## config.mk

```make
export PLATFORM = sky130hd
export DESIGN_NAME = ram_burst_controller_flat
export DESIGN_NICKNAME = d
export VERILOG_FILES = /design/src/rtl/ram_burst_controller_if.sv /design/src/rtl/ram_burst_controller.sv /design/src/flat_wrapper.sv
export SDC_FILE = /design/constraint.sdc
export NUM_CORES = 1
export LEC_CHECK = 0
export ABC_AREA = 0
export CAP_MARGIN = 40
export CORE_UTILIZATION = 35
export CTS_CLUSTER_SIZE = 8
export DETAILED_ROUTE_END_ITERATION = 6
export GPL_ROUTABILITY_DRIVEN = 0
export PLACE_DENSITY = 0.6
export SYNTH_ARGS = -nofsm -noshare
export SYNTH_HDL_FRONTEND = slang
export SYNTH_SLANG_ARGS = --single-unit
```

## constraint.sdc

```tcl
create_clock -name clock -period 9.6 [get_ports clock]
set_input_delay 0.96 -clock clock [delete_from_list [all_inputs] [get_ports clock]]
set_output_delay 0.96 -clock clock [all_outputs]
set_load 0.005 [all_outputs]
```

## src/rtl/ram_burst_controller_if.sv

```systemverilog
// ram_burst_controller_if: CPU word port plus narrow RAM bus of the burst controller.
// The slave modport is the controller's view; the master modport is the CPU/RAM side.
interface ram_burst_controller_if #(
    parameter int unsigned DATA_W = 64,
    parameter int unsigned RAM_W  = 8,
    parameter int unsigned BANK_W = 2,
    parameter int unsigned BG_W   = 2,
    parameter int unsigned ROW_W  = 18,
    parameter int unsigned COL_W  = 10
);
    localparam int unsigned ADDR_W = BANK_W + BG_W + ROW_W + COL_W + $clog2(DATA_W / 8);

    // CPU side
    logic [ADDR_W-1:0] address;
    logic [DATA_W-1:0] datain;
    logic              read;
    logic              write;
    logic              ready;
    logic [DATA_W-1:0] dataout;
    logic              done;
    // RAM side
    logic [RAM_W-1:0]  ramdatain;
    logic [RAM_W-1:0]  ramdataout;
    logic              ramdata_oe;
    logic [BANK_W-1:0] bank;
    logic [BG_W-1:0]   bankgroup;
    logic [ROW_W-1:0]  addressram;
    logic              cs_n;
    logic              act_n;
    logic              rd;
    logic              wr;
    logic              pre;
    logic              refresh;
    logic              ramreset;

    modport slave (
        input  address, datain, read, write, ramdatain,
        output ready, dataout, done, ramdataout, ramdata_oe, bank, bankgroup, addressram,
               cs_n, act_n, rd, wr, pre, refresh, ramreset
    );

    modport master (
        output address, datain, read, write, ramdatain,
        input  ready, dataout, done, ramdataout, ramdata_oe, bank, bankgroup, addressram,
               cs_n, act_n, rd, wr, pre, refresh, ramreset
    );
endinterface

```

## src/rtl/ram_burst_controller.sv

```systemverilog
// ram_burst_controller: bridges one CPU word port to a narrow DDR-style RAM bus.
// Each access becomes ACT / RD|WR / beat burst / PRE, words are serialised into RAM_W-bit
// beats (beat 0 = LSBs) and refresh is inserted between transfers.
// Optional feature macro OPEN_PAGE_EN: rows stay open after a transfer, tracked per
// bank/bank-group; hits skip ACT, misses precharge first, refresh closes all rows first.
// Assumes DATA_W is a multiple of RAM_W with at least two beats per word.
module ram_burst_controller #(
    parameter int unsigned DATA_W   = 64,
    parameter int unsigned RAM_W    = 8,
    parameter int unsigned BANK_W   = 2,
    parameter int unsigned BG_W     = 2,
    parameter int unsigned ROW_W    = 18,
    parameter int unsigned COL_W    = 10,
    parameter int unsigned TRCD     = 2,
    parameter int unsigned TCL      = 3,
    parameter int unsigned TRP      = 2,
    parameter int unsigned TRFC     = 8,
    parameter int unsigned REF_INT  = 1024,
    parameter int unsigned INIT_CYC = 16
) (
    input logic                   clock,
    input logic                   resetin,
    ram_burst_controller_if.slave bus
);
    localparam int unsigned BYTE_W  = $clog2(DATA_W / 8);
    localparam int unsigned BEATS   = DATA_W / RAM_W;
    localparam int unsigned CNT_W   = 16;
    localparam int unsigned REF_W   = $clog2(REF_INT);
    localparam int unsigned COL_LO  = BYTE_W;
    localparam int unsigned ROW_LO  = COL_LO + COL_W;
    localparam int unsigned BG_LO   = ROW_LO + ROW_W;
    localparam int unsigned BANK_LO = BG_LO + BG_W;
    localparam logic [REF_W-1:0] REF_LAST = REF_W'(REF_INT - 1);

    typedef enum logic [3:0] {
        StInit, StIdle, StAct, StTrcdW, StCmd, StCasW, StBurst, StDone,
        StPre, StTrpW, StRef, StTrfcW
    } state_e;

    state_e state_q, state_d, after_pre, done_next;
    logic [CNT_W-1:0]  cnt_q, cnt_d;
    logic [REF_W-1:0]  ref_cnt_q;
    logic              ref_pend_q;
    logic              op_rd_q;
    logic [BANK_W-1:0] bank_q;
    logic [BG_W-1:0]   bg_q;
    logic [ROW_W-1:0]  row_q;
    logic [COL_W-1:0]  col_q;
    logic [DATA_W-1:0] wshift_q, rbuf_q, rbuf_d, dataout_q;

    logic              ready, accept, open_any, req_hit, req_conflict;
    logic [BANK_W-1:0] req_bank;
    logic [BG_W-1:0]   req_bg;
    logic [ROW_W-1:0]  req_row;
    logic              unused_byte;

    logic              cs_n, act_n, rd, wr, pre, refresh, ramreset, ramdata_oe, done;
    logic [ROW_W-1:0]  addressram;
    logic [RAM_W-1:0]  ramdataout;

    assign req_bank    = bus.address[BANK_LO +: BANK_W];
    assign req_bg      = bus.address[BG_LO +: BG_W];
    assign req_row     = bus.address[ROW_LO +: ROW_W];
    assign unused_byte = ^bus.address[BYTE_W-1:0];

    assign ready  = (state_q == StIdle) && !ref_pend_q;
    assign accept = (bus.read || bus.write) && ready;
    // Read beats shift in from the top so beat 0 ends up in the LSBs.
    assign rbuf_d = {bus.ramdatain, rbuf_q[DATA_W-1:RAM_W]};

`ifdef OPEN_PAGE_EN
    localparam int unsigned NBANK = 1 << (BANK_W + BG_W);
    logic [NBANK-1:0]            open_q;
    logic [NBANK-1:0][ROW_W-1:0] open_row_q;
    logic [BANK_W+BG_W-1:0]      req_idx, cur_idx;
    logic                        op_act_q;

    assign req_idx      = {req_bank, req_bg};
    assign cur_idx      = {bank_q, bg_q};
    assign open_any     = |open_q;
    assign req_hit      = open_q[req_idx] && (open_row_q[req_idx] == req_row);
    assign req_conflict = open_q[req_idx] && (open_row_q[req_idx] != req_row);
    // A PRE with a transfer in flight is a row miss; otherwise it closes rows for refresh.
    assign after_pre    = op_act_q ? StAct : StRef;
    assign done_next    = StIdle;

    // Open-row table and in-flight flag.
    always_ff @(posedge clock or posedge resetin) begin
        if (resetin) begin
            open_q     <= '0;
            open_row_q <= '0;
            op_act_q   <= 1'b0;
        end else begin
            if (accept) op_act_q <= 1'b1;
            else if (state_q == StDone) op_act_q <= 1'b0;
            if (state_q == StAct) begin
                open_q[cur_idx]     <= 1'b1;
                open_row_q[cur_idx] <= row_q;
            end else if (state_q == StPre && !op_act_q) begin
                open_q <= '0;
            end
        end
    end
`else
    assign open_any     = 1'b0;
    assign req_hit      = 1'b0;
    assign req_conflict = 1'b0;
    assign after_pre    = StIdle;
    assign done_next    = StPre;
`endif

    // State and wait-counter register.
    always_ff @(posedge clock or posedge resetin) begin
        if (resetin) begin
            state_q <= StInit;
            cnt_q   <= CNT_W'(INIT_CYC - 1);
        end else begin
            state_q <= state_d;
            cnt_q   <= cnt_d;
        end
    end

    // Next-state and wait-counter reload; cnt_q counts down to zero in each wait state.
    always_comb begin
        state_d = state_q;
        cnt_d   = (cnt_q != '0) ? cnt_q - 1'b1 : cnt_q;
        case (state_q)
            StInit:  if (cnt_q == '0) state_d = StIdle;
            StIdle: begin
                if (ref_pend_q) begin
                    state_d = open_any ? StPre : StRef;
                end else if (accept) begin
                    state_d = req_hit ? StCmd : (req_conflict ? StPre : StAct);
                end
            end
            StAct: begin
                if (TRCD > 1) begin
                    state_d = StTrcdW;
                    cnt_d   = CNT_W'(TRCD - 2);
                end else begin
                    state_d = StCmd;
                end
            end
            StTrcdW: if (cnt_q == '0) state_d = StCmd;
            StCmd: begin
                if (op_rd_q && TCL > 1) begin
                    state_d = StCasW;
                    cnt_d   = CNT_W'(TCL - 2);
                end else begin
                    state_d = StBurst;
                    cnt_d   = CNT_W'(BEATS - 1);
                end
            end
            StCasW: begin
                if (cnt_q == '0) begin
                    state_d = StBurst;
                    cnt_d   = CNT_W'(BEATS - 1);
                end
            end
            StBurst: if (cnt_q == '0) state_d = StDone;
            StDone:  state_d = done_next;
            StPre: begin
                if (TRP > 1) begin
                    state_d = StTrpW;
                    cnt_d   = CNT_W'(TRP - 2);
                end else begin
                    state_d = after_pre;
                end
            end
            StTrpW:  if (cnt_q == '0) state_d = after_pre;
            StRef: begin
                if (TRFC > 1) begin
                    state_d = StTrfcW;
                    cnt_d   = CNT_W'(TRFC - 2);
                end else begin
                    state_d = StIdle;
                end
            end
            StTrfcW: if (cnt_q == '0) state_d = StIdle;
            default: state_d = StInit;
        endcase
    end

    // Command pins and write beats decoded from the current state.
    always_comb begin
        cs_n       = 1'b1;
        act_n      = 1'b1;
        rd         = 1'b0;
        wr         = 1'b0;
        pre        = 1'b0;
        refresh    = 1'b0;
        ramreset   = 1'b0;
        ramdata_oe = 1'b0;
        done       = 1'b0;
        addressram = '0;
        ramdataout = '0;
        case (state_q)
            StInit: ramreset = 1'b1;
            StAct: begin
                cs_n       = 1'b0;
                act_n      = 1'b0;
                addressram = row_q;
            end
            StCmd: begin
                cs_n       = 1'b0;
                rd         = op_rd_q;
                wr         = !op_rd_q;
                addressram = ROW_W'(col_q);
            end
            StBurst: begin
                if (!op_rd_q) begin
                    ramdata_oe = 1'b1;
                    ramdataout = wshift_q[RAM_W-1:0];
                end
            end
            StDone: done = 1'b1;
            StPre: begin
                cs_n = 1'b0;
                pre  = 1'b1;
            end
            StRef: begin
                cs_n    = 1'b0;
                refresh = 1'b1;
            end
            default: ;
        endcase
    end

    // Request latch and burst data shifting; dataout only updates when a read completes.
    always_ff @(posedge clock or posedge resetin) begin
        if (resetin) begin
            op_rd_q   <= 1'b0;
            bank_q    <= '0;
            bg_q      <= '0;
            row_q     <= '0;
            col_q     <= '0;
            wshift_q  <= '0;
            rbuf_q    <= '0;
            dataout_q <= '0;
        end else begin
            if (accept) begin
                op_rd_q  <= bus.read;
                bank_q   <= req_bank;
                bg_q     <= req_bg;
                row_q    <= req_row;
                col_q    <= bus.address[COL_LO +: COL_W];
                wshift_q <= bus.datain;
            end
            if (state_q == StBurst) begin
                if (op_rd_q) begin
                    rbuf_q <= rbuf_d;
                    if (cnt_q == '0) dataout_q <= rbuf_d;
                end else begin
                    wshift_q <= wshift_q >> RAM_W;
                end
            end
        end
    end

    // Refresh interval counter; an expiry while already pending leaves it set.
    always_ff @(posedge clock or posedge resetin) begin
        if (resetin) begin
            ref_cnt_q  <= '0;
            ref_pend_q <= 1'b0;
        end else if (ref_cnt_q == REF_LAST) begin
            ref_cnt_q  <= '0;
            ref_pend_q <= 1'b1;
        end else begin
            ref_cnt_q <= ref_cnt_q + 1'b1;
            if (state_q == StRef) ref_pend_q <= 1'b0;
        end
    end

    assign bus.ready      = ready;
    assign bus.dataout    = dataout_q;
    assign bus.done       = done;
    assign bus.ramdataout = ramdataout;
    assign bus.ramdata_oe = ramdata_oe;
    assign bus.bank       = bank_q;
    assign bus.bankgroup  = bg_q;
    assign bus.addressram = addressram;
    assign bus.cs_n       = cs_n;
    assign bus.act_n      = act_n;
    assign bus.rd         = rd;
    assign bus.wr         = wr;
    assign bus.pre        = pre;
    assign bus.refresh    = refresh;
    assign bus.ramreset   = ramreset;
endmodule

```

## src/flat_wrapper.sv

```systemverilog
// flat-port wrapper written by rule: the top's interface ports become plain ports
module ram_burst_controller_flat 
#(
    parameter int unsigned DATA_W   = 64,
    parameter int unsigned RAM_W    = 8,
    parameter int unsigned BANK_W   = 2,
    parameter int unsigned BG_W     = 2,
    parameter int unsigned ROW_W    = 18,
    parameter int unsigned COL_W    = 10,
    parameter int unsigned TRCD     = 2,
    parameter int unsigned TCL      = 3,
    parameter int unsigned TRP      = 2,
    parameter int unsigned TRFC     = 8,
    parameter int unsigned REF_INT  = 1024,
    parameter int unsigned INIT_CYC = 16
)
  (clock, resetin, bus_address, bus_datain, bus_read, bus_write, bus_ramdatain, bus_ready, bus_dataout, bus_done, bus_ramdataout, bus_ramdata_oe, bus_bank, bus_bankgroup, bus_addressram, bus_cs_n, bus_act_n, bus_rd, bus_wr, bus_pre, bus_refresh, bus_ramreset);
  ram_burst_controller_if #(.DATA_W(DATA_W), .RAM_W(RAM_W), .BANK_W(BANK_W), .BG_W(BG_W), .ROW_W(ROW_W), .COL_W(COL_W)) bus_i ();
  input logic clock;
  input logic resetin;
  input wire logic [$bits(bus_i.address)-1:0] bus_address;
  input wire logic [$bits(bus_i.datain)-1:0] bus_datain;
  input wire logic [$bits(bus_i.read)-1:0] bus_read;
  input wire logic [$bits(bus_i.write)-1:0] bus_write;
  input wire logic [$bits(bus_i.ramdatain)-1:0] bus_ramdatain;
  output wire logic [$bits(bus_i.ready)-1:0] bus_ready;
  output wire logic [$bits(bus_i.dataout)-1:0] bus_dataout;
  output wire logic [$bits(bus_i.done)-1:0] bus_done;
  output wire logic [$bits(bus_i.ramdataout)-1:0] bus_ramdataout;
  output wire logic [$bits(bus_i.ramdata_oe)-1:0] bus_ramdata_oe;
  output wire logic [$bits(bus_i.bank)-1:0] bus_bank;
  output wire logic [$bits(bus_i.bankgroup)-1:0] bus_bankgroup;
  output wire logic [$bits(bus_i.addressram)-1:0] bus_addressram;
  output wire logic [$bits(bus_i.cs_n)-1:0] bus_cs_n;
  output wire logic [$bits(bus_i.act_n)-1:0] bus_act_n;
  output wire logic [$bits(bus_i.rd)-1:0] bus_rd;
  output wire logic [$bits(bus_i.wr)-1:0] bus_wr;
  output wire logic [$bits(bus_i.pre)-1:0] bus_pre;
  output wire logic [$bits(bus_i.refresh)-1:0] bus_refresh;
  output wire logic [$bits(bus_i.ramreset)-1:0] bus_ramreset;
  assign bus_i.address = bus_address;
  assign bus_i.datain = bus_datain;
  assign bus_i.read = bus_read;
  assign bus_i.write = bus_write;
  assign bus_i.ramdatain = bus_ramdatain;
  assign bus_ready = bus_i.ready;
  assign bus_dataout = bus_i.dataout;
  assign bus_done = bus_i.done;
  assign bus_ramdataout = bus_i.ramdataout;
  assign bus_ramdata_oe = bus_i.ramdata_oe;
  assign bus_bank = bus_i.bank;
  assign bus_bankgroup = bus_i.bankgroup;
  assign bus_addressram = bus_i.addressram;
  assign bus_cs_n = bus_i.cs_n;
  assign bus_act_n = bus_i.act_n;
  assign bus_rd = bus_i.rd;
  assign bus_wr = bus_i.wr;
  assign bus_pre = bus_i.pre;
  assign bus_refresh = bus_i.refresh;
  assign bus_ramreset = bus_i.ramreset;
  ram_burst_controller #(.DATA_W(DATA_W), .RAM_W(RAM_W), .BANK_W(BANK_W), .BG_W(BG_W), .ROW_W(ROW_W), .COL_W(COL_W), .TRCD(TRCD), .TCL(TCL), .TRP(TRP), .TRFC(TRFC), .REF_INT(REF_INT), .INIT_CYC(INIT_CYC)) u_core (.clock(clock), .resetin(resetin), .bus(bus_i));
endmodule
```

==> impl_metrics.json <==
{
  "max_cap_viol_count": 0,
  "die_w_um": 178,
  "r2r_start": "u_core.state_q[2]",
  "drive_above_1_share": 0.168,
  "holdWs_ns": 0.468,
  "path_class": "register to output pin",
  "dr.first_iter.drc_count": 391,
  "wire_per_inst_um": 16.5,
  "ys_ff_latch": 248,
  "vias": 7190,
  "die_area_um2": 31700,
  "grt_pass1_vias": 7060,
  "r2r_setup_slack_ns": 6.15,
  "ys_top_cells_by_area": "dfrtp_1 56%, mux2_4 8.3%, nand2_1 6.3%",
  "synth_top_area_share": 0.562,
  "cp-start-kind": "register",
  "ant_nets": 0,
  "cellPowerDensity_nw_per_um2": 243,
  "ir_drop_mv": 0.117,
  "crit_arrival_ns": 2.74,
  "syn_nets": 1014,
  "die_h_um": 178,
  "fin_nets": 1226,
  "holdPathEnd": "u_core.row_q[17]",
  "portBuffers": 211,
  "rsz0062_at_grt": "false",
  "path_clk_slew_ns": 0.05,
  "synth_ff_type": "dfrtp_1",
  "tns_ns": 0,
  "core_um2": 30600,
  "cts_tree": "built",
  "avgSynthCellArea_um2": 12.1,
  "yosysTopAreaCell": "dfrtp_1",
  "cp.required_ns": 8.64,
  "min_path_type": "register to register",
  "fin_skew_ns": 0.0130,
  "fmax_mhz": 270,
  "insertion_delay_ns": 0.51,
  "firstDrtPassIters": 6,
  "fin_ws_ns": 5.90,
  "antenna_cells": 0,
  "min_from": "u_core.row_q[17]",
  "grt_usage": 0.160,
  "holdPathStages": 2,
  "cts_made_buffers": 36,
  "yosysWarnings": 0,
  "ios": 215,
  "r2r_end": "u_core.bus.dataout[61]",
  "cts.hold.buffers_added": 0,
  "relSlewSlack": 0.443,
  "synth_cell_types": 50,
  "clock_path_buffers": 3,
  "hpwlAfterDp_um": 16600,
  "synth_edf_count": 0,
  "post_cts_buffers": 0,
  "grt_overflow_total": 0,
  "clock-sinks": 248,
  "synthArstFlopShare": 1.00,
  "cp-end-kind": "output pin",
  "final.min_clock_period_ns": 3.70,
  "cts-root-buf": "clkbuf_16",
  "ctsResizeCount": 0,
  "ys_seq_area_frac": 0.572,
  "htreeDepth": 2,
  "preCtsSetupSlack_ns": 6.11,
  "worstMarginPinSlew_ns": 0.836,
  "p_leak_nw": 6.83,
  "reg2reg_depth": 7,
  "via_per_inst": 4.75,
  "crit_fanout": 16,
  "start_util": 0.355,
  "status": "finished clean",
  "netlist_instances": 899,
  "grt_max_degree": 113,
  "hold_violations": 0,
  "syn2layout_area_growth_pct": 32.1,
  "antenna_found_initial": 2,
  "syn-cell-area_um2": 10900,
  "num_rows": 64,
  "finalSetupViolations": 0,
  "post-route-period-util": 0.386,
  "slew_violations": 0,
  "drt_wl_total_um": 25000,
  "grt_pass1_wl_um": 39700,
  "drc": 0
}
## layout by cell type, fill, tap and decap left out, types with 4 or more instances in the layout
| master | instances |
|---|---|
| a21oi_1 | 19 |
| a22o_1 | 11 |
| and2_1 | 17 |
| and3_1 | 4 |
| buf_16 | 4 |
| buf_4 | 9 |
| clkbuf_1 | 5 |
| clkbuf_16 | 36 |
| clkdlybuf4s50_1 | 211 |
| dfrtp_1 | 244 |
| dfstp_2 | 4 |
| ha_1 | 4 |
| inv_1 | 7 |
| mux2_1 | 4 |
| mux2_2 | 56 |
| mux2_4 | 60 |
| mux2i_1 | 57 |
| nand2_1 | 181 |
| nand2b_1 | 5 |
| nand3_1 | 9 |
| nand4_1 | 4 |
| nor2_1 | 30 |
| nor3_1 | 6 |
| nor4_1 | 4 |
| o21ai_0 | 57 |
| o21ai_1 | 7 |
| xnor2_1 | 11 |
| xor2_1 | 8 |
## through the flow
| step | cell area (um^2) | instances | power (mW) | utilization |
|---|---|---|---|---|
| final | 14400 | 1513 | 3.48 | 0.469 |
| after CTS | 14400 | 1513 | 3.54 | 0.469 |
| after detailed placement | 13400 | 1469 | 2.40 | 0.438 |
| after global placement | 13200 | 1462 | 2.34 | 0.433 |
| after floorplan | 10900 | 899 | 2.07 | - |
| after global routing | 14400 | 1513 | 3.71 | 0.469 |
## synthesized netlist by cell type (5+ instances only)
library cell	count
inv_1	8
mux2i_1	57
buf_1	5
a22o_1	11
nand2b_1	5
buf_12	7
xor2_1	8
and2_1	17
a21oi_1	19
mux2_4	60
clkbuf_1	26
o21ai_1	8
mux2_2	56
buf_2	14
dfrtp_1	244
nand2_1	181
nor3_1	8
nor2_1	30
xnor2_1	11
nand3_1	9
o21ai_0	57
## worst max path at each step
stage | from | to | slack (ns) | depth (start not counted)
final | u_core.state_q[2] | bus_addressram[2] | 5.90 | 5
after global routing | u_core.state_q[2] | bus_addressram[6] | 5.66 | 5
after CTS | u_core.state_q[2] | bus_addressram[1] | 5.86 | 5
after detailed placement | u_core.state_q[2] | u_core.bus.dataout[62] | 6.11 | 7
after global placement | bus_write | u_core.wshift_q[48] | 5.76 | 5
after floorplan | resetin | u_core.bus.bank[0] | 1.83 | 1
## routing by layer
layer,global-route usage,wire [um],share of wire,vias up
li1,-,-,-,3504
met2,0.249,12000,0.48,138
met5,0,30,0.0012,-
met1,0.218,11200,0.45,3506
met3,0.0382,1310,0.052,38
met4,0.0559,472,0.019,4
## cell type report
type / instances / area [um^2]
clock buffer: 41 / 920
clock inverter: 3 / 45.0
fill: 2790 / 16200
inverter: 8 / 37.5
multi-input combinational: 591 / 4320
sequential: 248 / 6210
tap: 396 / 495
timing repair buffer: 226 / 2320
## kinds of logic after synthesis
logic type	count (synthesis)	share of synthesized area
AND/OR/NAND/NOR	284	0.121
flip-flops	248	0.572
multiplexers	177	0.198
AO/OA/AOI/OAI	107	0.0567
buffers and inverters	60	0.0328
XOR/XNOR	19	0.0153
adder cells (fa/ha/maj)	4	0.00461
## registers in the layout (all words and copies together), names as in the netlist, 2 cells and up
| name | cells |
|---|---|
| u_core.cnt_q | 16 |
| u_core.row_q | 18 |
| u_core.state_q | 4 |
| u_core.col_q | 10 |
| u_core.rbuf_q | 56 |
| u_core.bus.bankgroup | 2 |
| u_core.wshift_q | 64 |
| u_core.bus.bank | 2 |
| u_core.ref_cnt_q | 10 |
| u_core.bus.dataout | 64 |
## report_power, final
part           internal [mW]  switching [mW]  leakage [nW]  total, mW
registers               1.33           0.187          3.18       1.51
logic                  0.431           0.423          3.18      0.854
clock network          0.673           0.441         0.471       1.11
total                   2.43            1.05          6.83       3.48
## worst max-delay path: stages (launching register included)
cell             delay [ns]
dfrtp_1                0.68
nand2b_1               0.29
nor3_2                 0.34
buf_6                  0.22
a22o_1                 0.15
clkdlybuf4s50_1        0.55
Power figures use the tool's default switching activity.
